File: config.mk
export PLATFORM = sky130hd
export DESIGN_NAME = fu_seq_flat
export DESIGN_NICKNAME = d
export VERILOG_FILES = /design/src/rtl/fu_seq_if.sv /design/src/rtl/fu_seq.sv /design/src/flat_wrapper.sv
export SDC_FILE = /design/constraint.sdc
export NUM_CORES = 1
export LEC_CHECK = 0
export ABC_AREA = 1
export CAP_MARGIN = 20
export CORE_ASPECT_RATIO = 2
export CORE_MARGIN = 2
export CORE_UTILIZATION = 55
export CTS_CLUSTER_SIZE = 24
export DETAILED_ROUTE_END_ITERATION = 16
export HOLD_SLACK_MARGIN = 0.12
export PLACE_DENSITY = 0.72
export SLEW_MARGIN = 25
export SYNTH_ARGS = -nofsm -noshare
export SYNTH_HDL_FRONTEND = slang
export SYNTH_SLANG_ARGS = --single-unit
File: constraint.sdc
create_clock -name clk -period 4.4 [get_ports clk]
set_clock_uncertainty 0.2 [all_clocks]
set_input_delay 0.88 -clock clk [delete_from_list [all_inputs] [get_ports clk]]
set_output_delay 0.88 -clock clk [all_outputs]
set_load 0.02 [all_outputs]
File: src/rtl/fu_seq_if.sv
// Operand/result bundle between the control unit (master) and the fu_seq function unit (slave).
// Carries the start/busy/done handshake, the operands and the registered result and flags.
interface fu_seq_if #(
    parameter int unsigned DATA_WIDTH = 16,
    parameter int unsigned FS_WIDTH   = 4
);
    logic                  start_in;
    logic [DATA_WIDTH-1:0] a_in;
    logic [DATA_WIDTH-1:0] b_in;
    logic [FS_WIDTH-1:0]   fs_in;
    logic                  busy_out;
    logic                  done_out;
    logic [DATA_WIDTH-1:0] f_out;
    logic                  z_out;
    logic                  n_out;
    logic                  c_out;
    logic                  v_out;
    logic                  illegal_out;

    modport master (
        output start_in, a_in, b_in, fs_in,
        input  busy_out, done_out, f_out, z_out, n_out, c_out, v_out, illegal_out
    );

    modport slave (
        input  start_in, a_in, b_in, fs_in,
        output busy_out, done_out, f_out, z_out, n_out, c_out, v_out, illegal_out
    );
endinterface

File: src/rtl/fu_seq.sv
// Sequential function unit: single-cycle ALU ops plus an iterative shift-add FMUL.
// Result and Z/N/C/V flags are registered and update only on a done edge.
module fu_seq #(
    parameter int unsigned DATA_WIDTH = 16,
    parameter int unsigned FS_WIDTH   = 4
) (
    input logic      clk,
    input logic      rst,
    fu_seq_if.slave  bus
);
    localparam int unsigned Msb  = DATA_WIDTH - 1;
    localparam int unsigned CntW = $clog2(DATA_WIDTH + 1);

    localparam logic [FS_WIDTH-1:0] FsMova = FS_WIDTH'(0);
    localparam logic [FS_WIDTH-1:0] FsInc  = FS_WIDTH'(1);
    localparam logic [FS_WIDTH-1:0] FsDec  = FS_WIDTH'(2);
    localparam logic [FS_WIDTH-1:0] FsAdd  = FS_WIDTH'(3);
    localparam logic [FS_WIDTH-1:0] FsSub  = FS_WIDTH'(4);
    localparam logic [FS_WIDTH-1:0] FsClr  = FS_WIDTH'(5);
    localparam logic [FS_WIDTH-1:0] FsAnd  = FS_WIDTH'(6);
    localparam logic [FS_WIDTH-1:0] FsOr   = FS_WIDTH'(7);
    localparam logic [FS_WIDTH-1:0] FsXor  = FS_WIDTH'(8);
    localparam logic [FS_WIDTH-1:0] FsNot  = FS_WIDTH'(9);
    localparam logic [FS_WIDTH-1:0] FsMovb = FS_WIDTH'(10);
    localparam logic [FS_WIDTH-1:0] FsShr  = FS_WIDTH'(11);
    localparam logic [FS_WIDTH-1:0] FsShl  = FS_WIDTH'(12);
    localparam logic [FS_WIDTH-1:0] FsMul  = FS_WIDTH'(13);

    typedef enum logic [0:0] {StIdle, StMul} state_e;

    state_e                  state_q;
    logic                    busy_q;
    logic                    done_q;
    logic [DATA_WIDTH-1:0]   f_q;
    logic                    z_q;
    logic                    n_q;
    logic                    c_q;
    logic                    v_q;
    logic                    ill_q;
    logic [CntW-1:0]         cnt_q;
    logic [2*DATA_WIDTH-1:0] acc_q;
    logic [2*DATA_WIDTH-1:0] mcand_q;
    logic [DATA_WIDTH-1:0]   mplier_q;

    logic [DATA_WIDTH-1:0]   a;
    logic [DATA_WIDTH-1:0]   b;
    logic [DATA_WIDTH:0]     add_r;
    logic [DATA_WIDTH:0]     sub_r;
    logic [DATA_WIDTH-1:0]   alu_f;
    logic                    alu_c;
    logic                    alu_v;
    logic                    alu_ill;
    logic [2*DATA_WIDTH-1:0] acc_nxt;

    assign a = bus.a_in;
    assign b = bus.b_in;

    // INC/DEC reuse the adder/subtractor with an implicit second operand of 1.
    always_comb begin
        logic [DATA_WIDTH-1:0] rhs;
        rhs = b;
        if (bus.fs_in == FsInc || bus.fs_in == FsDec) begin
            rhs = DATA_WIDTH'(1);
        end
        add_r = {1'b0, a} + {1'b0, rhs};
        sub_r = {1'b0, a} - {1'b0, rhs};

        alu_f   = '0;
        alu_c   = 1'b0;
        alu_v   = 1'b0;
        alu_ill = 1'b0;
        case (bus.fs_in)
            FsMova: alu_f = a;
            FsInc, FsAdd: begin
                alu_f = add_r[Msb:0];
                alu_c = add_r[DATA_WIDTH];
                alu_v = (a[Msb] == rhs[Msb]) && (add_r[Msb] != a[Msb]);
            end
            FsDec, FsSub: begin
                alu_f = sub_r[Msb:0];
                alu_c = sub_r[DATA_WIDTH];
                alu_v = (a[Msb] != rhs[Msb]) && (sub_r[Msb] != a[Msb]);
            end
            FsClr:  alu_f = '0;
            FsAnd:  alu_f = a & b;
            FsOr:   alu_f = a | b;
            FsXor:  alu_f = a ^ b;
            FsNot:  alu_f = ~a;
            FsMovb: alu_f = b;
            FsShr: begin
                alu_f = {1'b0, b[Msb:1]};
                alu_c = b[0];
            end
            FsShl: begin
                alu_f = {b[Msb-1:0], 1'b0};
                alu_c = b[Msb];
            end
            FsMul:  alu_f = '0;
            default: alu_ill = 1'b1;
        endcase
    end

    assign acc_nxt = mplier_q[0] ? (acc_q + mcand_q) : acc_q;

    always_ff @(posedge clk) begin
        if (rst) begin
            state_q  <= StIdle;
            busy_q   <= 1'b0;
            done_q   <= 1'b0;
            f_q      <= '0;
            z_q      <= 1'b0;
            n_q      <= 1'b0;
            c_q      <= 1'b0;
            v_q      <= 1'b0;
            ill_q    <= 1'b0;
            cnt_q    <= '0;
            acc_q    <= '0;
            mcand_q  <= '0;
            mplier_q <= '0;
        end else begin
            done_q <= 1'b0;
            unique case (state_q)
                StIdle: begin
                    if (bus.start_in) begin
                        if (bus.fs_in == FsMul) begin
                            mcand_q  <= {{DATA_WIDTH{1'b0}}, a};
                            mplier_q <= b;
                            acc_q    <= '0;
                            cnt_q    <= CntW'(DATA_WIDTH);
                            busy_q   <= 1'b1;
                            state_q  <= StMul;
                        end else begin
                            f_q    <= alu_f;
                            z_q    <= (alu_f == '0);
                            n_q    <= alu_f[Msb];
                            c_q    <= alu_c;
                            v_q    <= alu_v;
                            ill_q  <= alu_ill;
                            done_q <= 1'b1;
                        end
                    end
                end
                StMul: begin
                    acc_q    <= acc_nxt;
                    mcand_q  <= {mcand_q[2*DATA_WIDTH-2:0], 1'b0};
                    mplier_q <= {1'b0, mplier_q[Msb:1]};
                    cnt_q    <= cnt_q - CntW'(1);
                    if (cnt_q == CntW'(1)) begin
                        f_q     <= acc_nxt[Msb:0];
                        z_q     <= (acc_nxt[Msb:0] == '0);
                        n_q     <= acc_nxt[Msb];
                        c_q     <= |acc_nxt[2*DATA_WIDTH-1:DATA_WIDTH];
                        v_q     <= 1'b0;
                        ill_q   <= 1'b0;
                        done_q  <= 1'b1;
                        busy_q  <= 1'b0;
                        state_q <= StIdle;
                    end
                end
                default: state_q <= StIdle;
            endcase
        end
    end

    assign bus.busy_out    = busy_q;
    assign bus.done_out    = done_q;
    assign bus.f_out       = f_q;
    assign bus.z_out       = z_q;
    assign bus.n_out       = n_q;
    assign bus.c_out       = c_q;
    assign bus.v_out       = v_q;
    assign bus.illegal_out = ill_q;
endmodule

File: src/flat_wrapper.sv
// flat-port wrapper written by rule: the top's interface ports become plain ports
module fu_seq_flat 
#(
    parameter int unsigned DATA_WIDTH = 16,
    parameter int unsigned FS_WIDTH   = 4
)
  (clk, rst, bus_start_in, bus_a_in, bus_b_in, bus_fs_in, bus_busy_out, bus_done_out, bus_f_out, bus_z_out, bus_n_out, bus_c_out, bus_v_out, bus_illegal_out);
  fu_seq_if #(.DATA_WIDTH(DATA_WIDTH), .FS_WIDTH(FS_WIDTH)) bus_i ();
  input logic clk;
  input logic rst;
  input wire logic [$bits(bus_i.start_in)-1:0] bus_start_in;
  input wire logic [$bits(bus_i.a_in)-1:0] bus_a_in;
  input wire logic [$bits(bus_i.b_in)-1:0] bus_b_in;
  input wire logic [$bits(bus_i.fs_in)-1:0] bus_fs_in;
  output wire logic [$bits(bus_i.busy_out)-1:0] bus_busy_out;
  output wire logic [$bits(bus_i.done_out)-1:0] bus_done_out;
  output wire logic [$bits(bus_i.f_out)-1:0] bus_f_out;
  output wire logic [$bits(bus_i.z_out)-1:0] bus_z_out;
  output wire logic [$bits(bus_i.n_out)-1:0] bus_n_out;
  output wire logic [$bits(bus_i.c_out)-1:0] bus_c_out;
  output wire logic [$bits(bus_i.v_out)-1:0] bus_v_out;
  output wire logic [$bits(bus_i.illegal_out)-1:0] bus_illegal_out;
  assign bus_i.start_in = bus_start_in;
  assign bus_i.a_in = bus_a_in;
  assign bus_i.b_in = bus_b_in;
  assign bus_i.fs_in = bus_fs_in;
  assign bus_busy_out = bus_i.busy_out;
  assign bus_done_out = bus_i.done_out;
  assign bus_f_out = bus_i.f_out;
  assign bus_z_out = bus_i.z_out;
  assign bus_n_out = bus_i.n_out;
  assign bus_c_out = bus_i.c_out;
  assign bus_v_out = bus_i.v_out;
  assign bus_illegal_out = bus_i.illegal_out;
  fu_seq #(.DATA_WIDTH(DATA_WIDTH), .FS_WIDTH(FS_WIDTH)) u_core (.clk(clk), .rst(rst), .bus(bus_i));
endmodule
-- Word-level counts from Yosys, hierarchy flattened
Cells that the tools add are included.
- bits in registers: 109
- input port bits: 39
- output and inout port bits: 23
- word-level logic and storage cells: 109
- $add $sub $neg: 4
- equal/unequal tests: 22
- muxes and demuxes: 52
- bitwise gates (word level): 5
- reduce and logical (&&, ||, !) cells: 13
- operators with widths (cell ; number):
    two-way mux 32 bit ; 5
    case mux 16 bit (10 select lines) ; 1
    case mux 32 bit (2 select lines) ; 2
    two-way mux 16 bit ; 6
    case mux 16 bit (2 select lines) ; 2
    adder 32 bit ; 1
    zero test 16 bit ; 2
    equality test 4 bit, second input constant ; 6
    two-way mux 1 bit ; 23
    case mux 1 bit (2 select lines) ; 9
    adder 16 x 16 -> 17 bit ; 1
    subtractor 16 x 16 -> 17 bit ; 1
    bitwise AND 16 bit ; 1
    equality test 4 x 3 -> 1 bit, second input constant ; 4
    NOT 16 bit ; 1
    OR 16 bit ; 1
    OR reduction 16 bit ; 1
    bitwise XOR 16 bit ; 1
    OR reduction 13 bit ; 1
    two-way mux 5 bit ; 2
    case mux 5 bit (2 select lines) ; 1
    equality test 4 x 2 -> 1 bit, second input constant ; 2
    inequality test 2 bit, second input constant ; 3
    AND reduction 3 bit ; 2
    other kinds (13) ; 17

-- Logic depth before layout (Yosys ltp)
Gate-level depths: netlist of the first run.
- depth after elaboration: 10
- depth in mapped cells: 24
- mapped depth without buffers: 23

-- Least setup slack after synthesis of the first run
Ideal clock, no wire load.
- kind: input-to-reg
- start: input bus_fs_in[1]
- end: register u_core.z_q (netlist: u_core.bus.z_out)
- setup time: 0.070 ns
- arrival: 3.299 ns
- data required time: 4.130 ns
- path slack: 0.831 ns
- stages: 21
- buffers on the path: 2
- cells stage by stage: inv_1 > nand2_1 > inv_1 > o21ai_0 > inv_1 > clkbuf_1 > nor2_1 > inv_1 > ha_1 > buf_6 > a21oi_1 > o21ai_1 > a21oi_2 > nand2_1 > nand2_1 > nand3_1 > a21oi_1 > nand2_1 > nor2_1 > nand4_1 > a21oi_1
- word-level cells in the longest chain between the ends: 9
- elaborated cells on any way between the ends: 26
- those cells by class: add/sub: 2; eq/ne: 13; mux: 5; reduce/logical: 6
- RTL lines (what ; RTL line ; source):
    from (decl) ; flat_wrapper.sv:14 ; input wire logic [$bits(bus_i.fs_in)-1:0] bus_fs_in;
    equality test 4 x 1 -> 1 bit / equality test 4 x 2 -> 1 bit (equally long branches) ; fu_seq.sv:62, fu_seq.sv:72 ;
    logical OR 1 bit ; fu_seq.sv:62 ; if (bus.fs_in == FsInc || bus.fs_in == FsDec) begin
    two-way mux 16 bit ; fu_seq.sv:62 ;
    subtractor 16 x 16 -> 17 bit / adder 16 x 16 -> 17 bit (equally long branches) ; fu_seq.sv:66, fu_seq.sv:65 ;
    case mux 16 bit (10 select lines) ; fu_seq.sv:72 ; case (bus.fs_in)
    zero test 16 bit ; fu_seq.sv:134 ; z_q <= (alu_f == '0);
    two-way mux 1 bit ; fu_seq.sv:125 ; if (bus.fs_in == FsMul) begin
    two-way mux 1 bit ; fu_seq.sv:124 ; if (bus.start_in) begin
    case mux 1 bit (2 select lines) ; fu_seq.sv:122 ; unique case (state_q)
    to (signal assigned) ; fu_seq.sv:134 ;
    to (signal assigned) ; fu_seq.sv:150 ; z_q <= (acc_nxt[Msb:0] == '0);
    to (decl) ; fu_seq.sv:35 ; logic z_q;
Parallel ways exist; a longest one is shown, timed or not. The select of a mux whose other input is x is not followed.
A chain may end at the register's enable or synchronous reset.

-- Final worst setup path of the first run
Same ends and word-level chain as after synthesis.

==> run summary, run 1 <==
Run status: completed
Initial Utilization: 0.561
Max rail drop VDD: 0.213 mV
Multi-input logic area: 0.00725 mm²
# Max-Cap Violations: 0
Tot Pwr: 2.56 mW
Pin count of the biggest net entering global routing: 60
Sequential power share: 0.397
Post-layout min period: 4180 ps
Final setup fails: 0
Gate power share: 0.292
Yosys cell types: 43
TritonCTS Buffers: 9
Vias/cell: 5.59
Crit path cell chain: clkdlybuf4s50_1, inv_1, nand2_1, inv_1, o21ai_2, inv_2, buf_4, nor2_1, inv_1, ha_1, nand2_1, nor2_1, o21ai_0, nand3_1, nand2_1, nand3_1, nand3_1, nor2_1, nand2_1, nor2_1, nand4_1, a21oi_1
Syn Area/Cell: 5.79 µm²
Postcts setup bufs: 0
Sequential share of the synthesized area: 0.205
Clock Tree Buf Depth: 2
Synth area leaders: nand2_1 (23%), dfxtp_1 (20%), ha_1 (12%), inv_1 (8.6%), nor2_1 (5.6%)
EDFF count, synth: 0
Synth Flop Type: dfxtp_1
Synthesized instance count: 1825
Initial antenna violation count: 0
Unrepaired setup endpoints after global routing: false
Vias in the first global route: 11892
Core area: 0.0188 mm²
Crit end category: register
CTS clk-pin slew, worst paths: 70 ps
Sw Ratio: 0.342
Asr flop ratio synth: 0
Die Wd: 102 µm
Ratio of cells with drive above 1 in the final layout: 0.0810
Pint: 1.68 mW
FF+latch count, synth: 108
Max Freq: 239 MHz
Total wire length: 40400 µm
Rows: 71
Final worst-path cycle share: 0.949
H-tree levels: 3
Post-route insts no fill: 2182
Post-Syn Area: 0.0106 mm²
Crit Path Category: in -> reg
Hold buffers post-CTS: 0
GP Congestion: 1.07
Clock Latency Late Sink: 380 ps
Final hold viol count: 0
Global-route wire length before repair: 61300 µm
Main combinational cell family by area after synthesis: simple AND/OR/NAND/NOR gates
Synth top cells by count: nand2_1 (643), inv_1 (242), nor2_1 (159)
Root buf cell: clkbuf_16
Synth-to-Final Area Change: 15.2%
WL per Instance: 18.5 µm
Mux contribution to synthesized area: 0
YS warnings: 0
DRC: 0
Drt first-iter violations: 715
Die Area: 0.0204 mm²
Clock power share: 0.310
Switching power: 0.876 mW
Resize count post-CTS: 0
Io pins: 62
R2R depth: 16
Gr usage total: 0.403
Hold WS: 267 ps
Die height: 200 µm
Gr ovfl total: 0
Yosys top cell by area: nand2_1
Worst Tran Pin Value: 862 ps
WP data arrival: 4280 ps
Post-Synth Adder-Cell Area: 0.126
# port buffers: 61
Min-Delay Path Depth: 2
DP HPWL: 32500 µm
Lkg Pwr: 5.89 nW
FF+latch area: 0.00216 mm²
CTS tree: done
Ant. Diodes: 0
Inst Count DP: 2167
Nets: 2067
DR pass1 iterations: 6
Post-synth net total: 1969
Slowest stage cell, crit path: clkdlybuf4s50_1
Antenna-violating nets left: 0
Class of the worst hold path: reg -> reg
Post-Synth XOR/XNOR Area: 0.00994
Vias: 12189
Relative slew slack: 0.420
Yosys top cell area share: 0.228
Filler cell count: 1910
Post-synthesis compound-gate area fraction: 0.155
Crit Path Max Fanout: 8
Crit start category: input port
Critical Path Max Stage Delay: 480 ps
Sink Count: 108
Count leader, synth: nand2_1
Critical Path RT: 4510 ps
Simple-gate area share of the yosys netlist: 0.391
PD cells: 210 mW/mm²
Final Max Tran Viols: 0
-- path summary, 6_finish.rpt --
| check | start | end | slack (ps) |
|---|---|---|---|
| max | bus_fs_in[1] | u_core.bus.z_out$_SDFFE_PP0P_ | 220 |
| min | u_core.bus.illegal_out$_SDFFE_PP0P_ | u_core.bus.illegal_out$_SDFFE_PP0P_ | 270 |
| max reg2reg | u_core.mcand_q[0]$_SDFFE_PP0P_ | u_core.bus.c_out$_SDFFE_PP0P_ | 1120 |
| min reg2reg | u_core.bus.illegal_out$_SDFFE_PP0P_ | u_core.bus.illegal_out$_SDFFE_PP0P_ | 270 |
-- power by group through the flow --
stage | Clock (mW) | Sequential (mW) | Combinational, mW
floorplan | 0 | 1.05 | 0.389
global placement | 0 | 1.04 | 0.721
detailed placement | 0 | 1.04 | 0.726
CTS | 0.793 | 1.02 | 0.729
global route | 0.827 | 1.02 | 0.817
finish | 0.795 | 1.02 | 0.748
-- kinds of logic (layout without fill, tap and decap cells) --
family	count (synthesis)	count (layout)
AO/OA/AOI/OAI	291	291
adder cells (fa/ha/maj)	105	105
AND/OR/NAND/NOR	1005	1005
XOR/XNOR	12	12
flip-flops	108	108
buffers and inverters	304	406
-- final cells by class --
type                    count  share of cell area
inverters                 246              0.0758
repair buffers            145               0.103
clock inverters             5             0.00288
flip-flops and latches    108               0.178
well taps                 255              0.0262
clock buffers              10              0.0196
multi-input cells        1413               0.595
-- state kept, by name (all words and copies together), names as in the netlist --
| signal | flops |
|---|---|
| u_core.cnt_q | 5 |
| u_core.acc_q | 32 |
| u_core.mcand_q | 32 |
| u_core.bus.f_out | 16 |
| u_core.bus.busy_out | 1 |
| u_core.bus.z_out | 1 |
| u_core.bus.v_out | 1 |
| u_core.bus.c_out | 1 |
| u_core.mplier_q | 16 |
| u_core.bus.done_out | 1 |
| u_core.bus.illegal_out | 1 |
| u_core.state_q | 1 |
-- critical path, delay by kind of cell --
family / cells / cell delay (ps)
and+or+nand+nor: 12 / 1450
AOI/OAI and AO/OA: 3 / 590
adders and majority gates: 1 / 360
buffers and inverters: 6 / 990
-- layout by cell type, fill, tap and decap left out, types with 5 or more instances in the layout --
cell type        count
nand2_2              6
o21bai_1             5
a31oi_1             46
inv_2                5
nor3_1              13
a211oi_1             7
o2111ai_1            7
buf_4               83
or2_2               28
inv_1              241
nor2_1             156
dfxtp_1            106
o21ai_0             70
nand3_1            111
ha_1               101
clkdlybuf4s50_1     60
a21oi_1            114
nand4_1             26
nand3b_1             5
xnor2_1             10
clkbuf_16            9
nand2_1            642
o21ai_1              8
o22ai_1             21
-- stage by stage --
stage	cell area [µm²]	utilization	setup slack, ps	TNS, ps
4_1_cts	12200	0.645	17.4	0
3_5_place_dp	11900	0.631	-364	-949
6_report	12200	0.647	223	0
3_3_place_gp	11900	0.631	-307	-624
2_1_floorplan	10600	-	831	0
5_1_grt	12200	0.647	43.6	0
-- layer usage --
layer	share of wire	vias up	global-route usage
met3	0.052	210	0.0773
met5	0	-	0
li1	-	6077	-
met2	0.50	415	0.714
met4	0.12	0	0.405
met1	0.32	5487	0.364
Power figures use the tool's default switching activity.
==> run 2: changes to the inputs <==
--- a/config.mk
+++ b/config.mk
@@ -7,14 +7,13 @@
 export LEC_CHECK = 0
 export ABC_AREA = 1
 export CAP_MARGIN = 20
-export CORE_ASPECT_RATIO = 2
 export CORE_MARGIN = 2
 export CORE_UTILIZATION = 55
 export CTS_CLUSTER_SIZE = 24
 export DETAILED_ROUTE_END_ITERATION = 16
 export HOLD_SLACK_MARGIN = 0.12
 export PLACE_DENSITY = 0.72
-export SLEW_MARGIN = 25
+export SLEW_MARGIN = 10
 export SYNTH_ARGS = -nofsm -noshare
 export SYNTH_HDL_FRONTEND = slang
 export SYNTH_SLANG_ARGS = --single-unit
==> run 2 against run 1 <==
  * Design area down 0.81%
  * Worst setup slack improved by 99 ps
  * Via count is 1.7% lower
  * Core utilization is 0.30 points lower
  * Hold slack better by 1.6 ps
  * Clock power decreased by 0.8%
  * Global-route usage shrank 5.4 points
  * Non-clock buffer count down 7
  * Wire length down 13%
  * Fmax up 2.4%
  * Count of clock-buffer cells in the layout is the same
  * Sequential share of layout area rose by 0.15 points
  * Critical path type unchanged
  * Critical endpoint unchanged
  * Largest cell class unchanged
  * Highest routed layer unchanged
==> run summary, run 2 (synthesis gave the netlist of run 1 again) <==
Die Wd: 143 µm (was 102 µm)
Rows: 50 (was 71)
Vias: 11976 (was 12189)
Die height: 143 µm (was 200 µm)
Crit start category: input port (unchanged)
Hold buffers post-CTS: 0 (unchanged)
Crit Path Max Fanout: 8 (unchanged)
GP Congestion: 0.979 (was 1.07)
Hold path start: u_core.bus.f_out[0]$_SDFFE_PP0P_ (was u_core.bus.illegal_out$_SDFFE_PP0P_)
Inst Count DP: 2139 (was 2167)
DRC: 0 (unchanged)
DP HPWL: 28000 µm (was 32500 µm)
Critical Path RT: 4500 ps (was 4510 ps)
Max rail drop VDD: 0.167 mV (was 0.213 mV)
Ant. Diodes: 0 (unchanged)
DR pass1 iterations: 6 (unchanged)
Global-route wire length before repair: 56200 µm (was 61300 µm)
Final worst-path cycle share: 0.927 (was 0.949)
H-tree levels: 3 (unchanged)
Total wire length: 35100 µm (was 40400 µm)
Resize count post-CTS: 0 (unchanged)
RR Startpoint: u_core.mcand_q[0]$_SDFFE_PP0P_ (unchanged)
Lkg Pwr: 5.84 nW (was 5.89 nW)
Die Area: 0.0203 mm² (was 0.0204 mm²)
Drt first-iter violations: 1004 (was 715)
Pin count of the biggest net entering global routing: 90 (was 60)
Final Max Tran Viols: 0 (unchanged)
Core area: 0.0188 mm² (about the same)
# Max-Cap Violations: 0 (unchanged)
Vias in the first global route: 11168 (was 11892)
Gr usage total: 0.349 (was 0.403)
Clock Tree Buf Depth: 2 (unchanged)
Worst R2R Setup Slack: 1110 ps (was 1120 ps)
Worst Slack Setup Final: 322 ps (was 223 ps)
TritonCTS Buffers: 9 (unchanged)
Hold WS: 269 ps (was 267 ps)
CTS clk-pin slew, worst paths: 80 ps (was 70 ps)
Commonest non-fill, non-tap cells in the layout: nand2_1 (643), inv_1 (242), nor2_1 (158) (was nand2_1 (642), inv_1 (241), nor2_1 (156))
Relative slew slack: 0.355 (was 0.420)
CTS tree: done (unchanged)
Unrepaired setup endpoints after global routing: false (unchanged)
Gr ovfl total: 0 (unchanged)
Crit end category: register (unchanged)
Pre-CTS setup slack: -256 ps (was -364 ps)
Postcts setup bufs: 0 (unchanged)
Root buf cell: clkbuf_16 (unchanged)
Nets: 2060 (was 2067)
Antenna-violating nets left: 0 (unchanged)
Post-layout min period: 4080 ps (was 4180 ps)
Tot Pwr: 2.53 mW (was 2.56 mW)
Synth-to-Final Area Change: 14.3% (was 15.2%)
Clock Latency Late Sink: 360 ps (was 380 ps)
Io pins: 62 (unchanged)
# port buffers: 61 (unchanged)
Worst Tran Pin Value: 968 ps (was 862 ps)
Crit Path Category: in -> reg (unchanged)
PD cells: 209 mW/mm² (was 210 mW/mm²)
Vias/cell: 5.56 (was 5.59)
Finished Cell Area: 0.0121 mm² (was 0.0122 mm²)
Max Freq: 245 MHz (was 239 MHz)
Most common cell after layout, fill and taps aside: nand2_1 (unchanged)
Initial Utilization: 0.563 (was 0.561)
Largest regs: u_core.acc_q (32), u_core.mcand_q (32) (unchanged)
Class of the worst hold path: reg -> reg (unchanged)
Post-route insts no fill: 2154 (was 2182)
Sink Count: 108 (unchanged)
Placed Instance Area: 0.0118 mm² (was 0.0119 mm²)
Final hold viol count: 0 (unchanged)
WP data arrival: 4180 ps (was 4280 ps)
Ratio of cells with drive above 1 in the final layout: 0.0745 (was 0.0810)
Worst setup startpoint: bus_fs_in[1] (unchanged)
Run status: completed (unchanged)
Final setup fails: 0 (unchanged)
Initial antenna violation count: 0 (unchanged)
WL per Instance: 16.3 µm (was 18.5 µm)
[run 2: per-stage QoR]
step / utilization / TNS (ps)
4_1_cts: 0.643 / 0
5_1_grt: 0.644 / 0
3_5_place_dp: 0.628 / -579
3_3_place_gp: 0.628 / -155
2_1_floorplan: - / 0
6_report: 0.644 / 0
[run 2: cell type report]
type                       instances  area, µm²
tap                              234        293
timing repair buffer             138       1180
fill                            1883       6690
clock inverter                     5       46.3
inverter                         246        923
multi-input combinational       1413       7240
clock buffer                      10        229
sequential                       108       2160
[run 2: power breakdown]
part | switching (mW) | internal, mW
registers | 0.0164 | 0.999
clock network | 0.398 | 0.391
logic | 0.442 | 0.283
[run 2: metal layers]
metal | up-vias | wire length, µm | track usage
li1 | 6058 | - | -
met1 | 5410 | 14200 | 0.410
met2 | 393 | 16700 | 0.608
met3 | 115 | 2030 | 0.0486
met4 | 0 | 2120 | 0.201
met5 | - | 0 | 0
[run 2: path summary, 6_finish.rpt]
path	to	depth (start not counted)
setup reg to reg	u_core.bus.c_out$_SDFFE_PP0P_	16
hold / removal	u_core.bus.f_out[0]$_SDFFE_PP0P_	2
hold reg to reg	u_core.bus.f_out[0]$_SDFFE_PP0P_	2
setup / recovery	u_core.bus.z_out$_SDFFE_PP0P_	23
[run 2: critical path, cell delays in order]
cell,delay (ps)
clkdlybuf4s50_1,480
inv_1,70
nand2_1,80
inv_1,60
o21ai_1,220
inv_1,100
buf_4,180
nor2_1,130
inv_1,60
ha_1,360
buf_4,140
nand2_1,90
nor2_1,270
o21ai_0,210
nand3_1,110
nand2_1,50
nand3_1,60
nand3_1,90
nor2_1,130
nand2_1,60
nor2_1,80
nand4_1,110
a21oi_1,160
